$ cat config.mk
export PLATFORM = sky130hd
export DESIGN_NAME = field_unit_arbiter
export DESIGN_NICKNAME = d
export VERILOG_FILES = /design/src/rtl/field_unit_arbiter.sv
export SDC_FILE = /design/constraint.sdc
export NUM_CORES = 1
export LEC_CHECK = 0
export BUFFER_PORTS_ARGS = -buffer_cell sky130_fd_sc_hd__clkbuf_2
export CELL_PAD_IN_SITES_DETAIL_PLACEMENT = 1
export CELL_PAD_IN_SITES_GLOBAL_PLACEMENT = 1
export CORE_AREA = 2 2 156 158
export CTS_CLUSTER_SIZE = 24
export DETAILED_ROUTE_END_ITERATION = 7
export DIE_AREA = 0 0 158 160
export PLACE_DENSITY_LB_ADDON = 0.1
export SETUP_SLACK_MARGIN = 0.02
export SLEW_MARGIN = 20
export SYNTH_ARGS = -nofsm -noshare
export SYNTH_HDL_FRONTEND = slang
export SYNTH_SLANG_ARGS = --single-unit
$ cat constraint.sdc
create_clock -name clk -period 4.3 [get_ports clk]
set_clock_uncertainty 0.05 [all_clocks]
set_input_delay 0.43 -clock clk [delete_from_list [all_inputs] [get_ports clk]]
set_output_delay 0.43 -clock clk [all_outputs]
set_load 0.01 [all_outputs]
$ cat src/rtl/field_unit_arbiter.sv
// Round-robin arbiter sharing one edge-triggered two-operand field unit among NREQ requesters.
// Optional BUSY watchdog enabled by defining FIELD_ARB_TIMEOUT_EN.
`ifndef FIELD_ARITH_DEFS_PKG
`define FIELD_ARITH_DEFS_PKG
package field_arith_defs;
  localparam int F_NBITS = 32;
endpackage
`endif

module field_unit_arbiter
  import field_arith_defs::*;
#(
  parameter int NREQ    = 4,
  parameter int TIMEOUT = 255
) (
  input  logic                    clk,
  input  logic                    rstb,
  input  logic [NREQ-1:0]         req,
  input  logic [NREQ*F_NBITS-1:0] a_in,
  input  logic [NREQ*F_NBITS-1:0] b_in,
  output logic [NREQ-1:0]         gnt,
  output logic [NREQ-1:0]         done_pulse,
  output logic [F_NBITS-1:0]      c,
  output logic                    busy,
  output logic                    err,
  output logic                    unit_en,
  output logic [F_NBITS-1:0]      unit_a,
  output logic [F_NBITS-1:0]      unit_b,
  input  logic                    unit_ready_pulse,
  input  logic [F_NBITS-1:0]      unit_c
);

  localparam int PTR_W = $clog2(NREQ);

  if (NREQ < 2 || NREQ > 16 || TIMEOUT < 1) begin : g_param_check
    $error("field_unit_arbiter: NREQ must be 2..16 and TIMEOUT >= 1");
  end

  typedef enum logic [1:0] {IDLE, BUSY, DONE} state_t;

  state_t           state;
  logic [PTR_W-1:0] ptr;
  logic [PTR_W-1:0] win_idx;
  logic             win_vld;
  logic             to_hit;

  function automatic logic [PTR_W-1:0] idx_wrap(input logic [PTR_W-1:0] base, input int offs);
    int s;
    s = int'(base) + offs;
    if (s >= NREQ) s = s - NREQ;
    return PTR_W'(s);
  endfunction

  // Scan downwards so the lowest offset from ptr wins.
  always_comb begin
    win_vld = 1'b0;
    win_idx = '0;
    for (int k = NREQ - 1; k >= 0; k--) begin
      if (req[idx_wrap(ptr, k)]) begin
        win_vld = 1'b1;
        win_idx = idx_wrap(ptr, k);
      end
    end
  end

`ifdef FIELD_ARB_TIMEOUT_EN
  localparam int TO_RAW = $clog2(TIMEOUT + 1);
  localparam int TO_W   = (TO_RAW < 8) ? 8 : ((TO_RAW > 16) ? 16 : TO_RAW);

  logic [TO_W-1:0] to_cnt;

  always_ff @(posedge clk or negedge rstb) begin
    if (!rstb)              to_cnt <= '0;
    else if (state != BUSY) to_cnt <= '0;
    else                    to_cnt <= to_cnt + 1'b1;
  end

  // Fires on the TIMEOUT-th BUSY cycle.
  assign to_hit = (state == BUSY) && (to_cnt == TO_W'(TIMEOUT - 1));
`else
  assign to_hit = 1'b0;
`endif

  always_ff @(posedge clk or negedge rstb) begin
    if (!rstb) begin
      state      <= IDLE;
      ptr        <= '0;
      gnt        <= '0;
      done_pulse <= '0;
      c          <= '0;
      busy       <= 1'b0;
      err        <= 1'b0;
      unit_en    <= 1'b0;
      unit_a     <= '0;
      unit_b     <= '0;
    end else begin
      case (state)
        IDLE: begin
          done_pulse <= '0;
          err        <= 1'b0;
          unit_en    <= 1'b0;
          gnt        <= '0;
          if (win_vld) begin
            unit_a  <= a_in[win_idx*F_NBITS +: F_NBITS];
            unit_b  <= b_in[win_idx*F_NBITS +: F_NBITS];
            gnt     <= {{(NREQ-1){1'b0}}, 1'b1} << win_idx;
            unit_en <= 1'b1;
            busy    <= 1'b1;
            ptr     <= idx_wrap(win_idx, 1);
            state   <= BUSY;
          end
        end
        BUSY: begin
          if (unit_ready_pulse) begin
            c          <= unit_c;
            done_pulse <= gnt;
            unit_en    <= 1'b0;
            state      <= DONE;
          end else if (to_hit) begin
            done_pulse <= gnt;
            err        <= 1'b1;
            unit_en    <= 1'b0;
            state      <= DONE;
          end
        end
        DONE: begin
          done_pulse <= '0;
          gnt        <= '0;
          err        <= 1'b0;
          busy       <= 1'b0;
          state      <= IDLE;
        end
        default: state <= IDLE;
      endcase
    end
  end

endmodule

==> impl_metrics.tcl <==
set metrics [dict create \
    final.min_clock_period_ns 2.83 \
    cp-start-kind "flip-flop" \
    grtUsageTotal_pct 17.2 \
    die_h_um 160 \
    cp_max_fo 65 \
    holdBufCountCts 0 \
    synthesis.nets 852 \
    synth_top_area_share_pct 46.7 \
    slew_headroom_pct 30.8 \
    dp_hpwl_mm 17.0 \
    dpl_worst_slack_ns 1.33 \
    grt_pass1_wl_mm 33.7 \
    holdWs_ns 0.0721 \
    wl_per_cell_um 17.5 \
    endpoint_kind "flip-flop" \
    cts_setup_buffers 0 \
    p_leak_uw 0.00449 \
    cts_max_path_buffers 2 \
    drt-vias-per-instance 4.49 \
    vias 5648 \
    port_buffers 400 \
    period_share_pct 65.8 \
    pwr_density_cell_mw_per_mm2 649 \
    wl_met1_mm 8.98 \
    row_count 57 \
    cts_tree "yes" \
    yosysWarningCount 0 \
    start_util_pct 24.7 \
    crit_arrival_ns 3.01 \
    syn_area_mm2 0.00589 \
    h-tree-depth 3 \
    synth.avg_cell_area_um2 10.6 \
    critPathKind "reg2reg" \
    synth_commonest_cells "mux2i_1, dfrtp_1, nand2_1" \
    first_global_vias 6026 \
    placed_cells 1243 \
    yosysTopAreaCell "dfrtp_1" \
    final.setup.tns_ns 0 \
    io_pins 402 \
    wl_met2_mm 10.9 \
    layout.nets 1225 \
    ys_ff_latch 110 \
    cts.sinks 110 \
    synthCells 557 \
    synth_area_leaders "dfrtp_1, mux2i_1, o2bb2ai_1" \
    regArea_mm2 0.00275 \
    antenna_cells 0 \
    grt_start_max_net_pins 74 \
    antenna_left 0 \
    synth_most_common_cell "mux2i_1" \
    area_growth_pct 42.9 \
    clk_pin_slew_worst_paths_ns 0.08 \
    setup_viol 0 \
    status "finished clean" \
    top_layer "met4" \
    ys_seq_area_share_pct 46.7 \
    fp.dieW_um 158 \
    finalHoldViolations 0 \
    dieArea_mm2 0.0253 \
    first_pass_iters 4 \
    nFillCells 2887 \
    ir_worst_vdd_mv 0.266 \
    multiInputGateArea_mm2 0.00287 \
    tightest_slew_ns 1.04 \
    root_buffer "clkbuf_16" \
    rsz0062_at_grt "false" \
    core_mm2 0.0238 \
    synthFlopType "dfrtp_1" \
    maxCapViolations 0 \
    grt_antenna_before_repair 0 \
    clock_latency_ns 0.35 \
    fmax_mhz 354 \
    min_path_type "in2async" \
    fin_cells 1258 \
    final.setup.worst_slack_ns 1.47 \
    synth.distinct_cells 33 \
    drt_iter0_drc 157 \
    drcViolationCount 0 \
    place_congestion 0.751 \
    final_max_slew_viol_count 0 \
    critPathRequiredTime_ns 4.48 \
    routed_wl_mm 22.1 \
    async_reset_ff_share_pct 100 \
    gr-total-overflow 0 \
    cts_made_buffers 9 \
    cts_resized 0 \
    drive_above_1_share_pct 47.3 \
    wl_met3_mm 1.83 \
    synth_edf_count 0 \
]
-- worst paths after layout --
check                             end  slack (ns)  startpoint  cells after the start
min                              c[6]        0.07        rstb                      1
max reg2reg                unit_b[10]        1.47    state[0]                      6
max in group asynchronous  unit_a[28]        3.10        rstb                      2
max                        unit_b[10]        1.47    state[0]                      6
min reg2reg                     c[16]        0.43       c[16]                      2
min in group clk                c[18]        0.21  unit_c[18]                      3
-- where the power goes --
group          switching (uW)  internal, uW  leakage, uW
Clock                     411           455     0.000140
Sequential                304          1540      0.00127
Combinational            1620          1140      0.00308
Total                    2330          3130      0.00449
-- through the flow --
step | power [uW] | utilization [%] | area [um^2]
2_1_floorplan | 3610 | - | 5890
4_1_cts | 5590 | 35.3 | 8420
6_report | 5460 | 35.3 | 8420
3_3_place_gp | 4670 | 34.1 | 8120
5_1_grt | 5910 | 35.3 | 8420
3_5_place_dp | 4700 | 34.1 | 8120
-- worst max-delay path, stage by stage (launching register included) --
cell       delay (ns)
dfrtp_1          0.55
nor3_2           0.22
buf_4            0.64
o221a_2          0.32
buf_4            0.58
o2bb2ai_1        0.20
a21oi_1          0.06
-- cell type report --
cell class | count | share of cell area (%)
multi-input cells | 398 | 34.0
repair buffers | 408 | 24.8
flip-flops and latches | 110 | 32.7
well taps | 324 | 4.81
clock inverters | 6 | 0.832
inverters | 3 | 0.134
clock buffers | 9 | 2.67
-- state kept, by name, summed over array words and instances (netlist names) --
register and cells:
unit_a 32, busy 1, unit_en 1, gnt 4, done_pulse 4, ptr 2, c 32, state 2
unit_b 32
-- logic make-up (layout without fill, tap and decap cells) --
kind of cell	after synthesis	after routing	synth area share (%)
buffers and inverters	49	426	5.18
multiplexers	129	129	21.9
XOR/XNOR	1	1	0.149
flip-flops	110	110	46.7
AO/OA/AOI/OAI	145	145	17.9
other	1	1	0.0636
AND/OR/NAND/NOR	122	122	8.09
-- cells in the final DEF (no fill, tap or decap), types with 2 or more instances in the layout --
cell type,count
nand2_1,108
a21oi_2,12
a22o_1,3
buf_12,2
o221a_2,2
a21oi_1,56
clkinvlp_4,2
buf_4,7
clkbuf_16,9
mux2i_1,129
clkbuf_2,399
nand3_1,4
o21ai_0,2
o2bb2ai_1,64
nor2_1,4
inv_1,2
dfrtp_1,110
-- layer usage --
metal,GRT usage (%),vias up
met5,0,-
met4,4.30,0
met3,4.40,20
met2,30.4,239
met1,20.8,2645
li1,-,2744
Power figures use the tool's default switching activity.
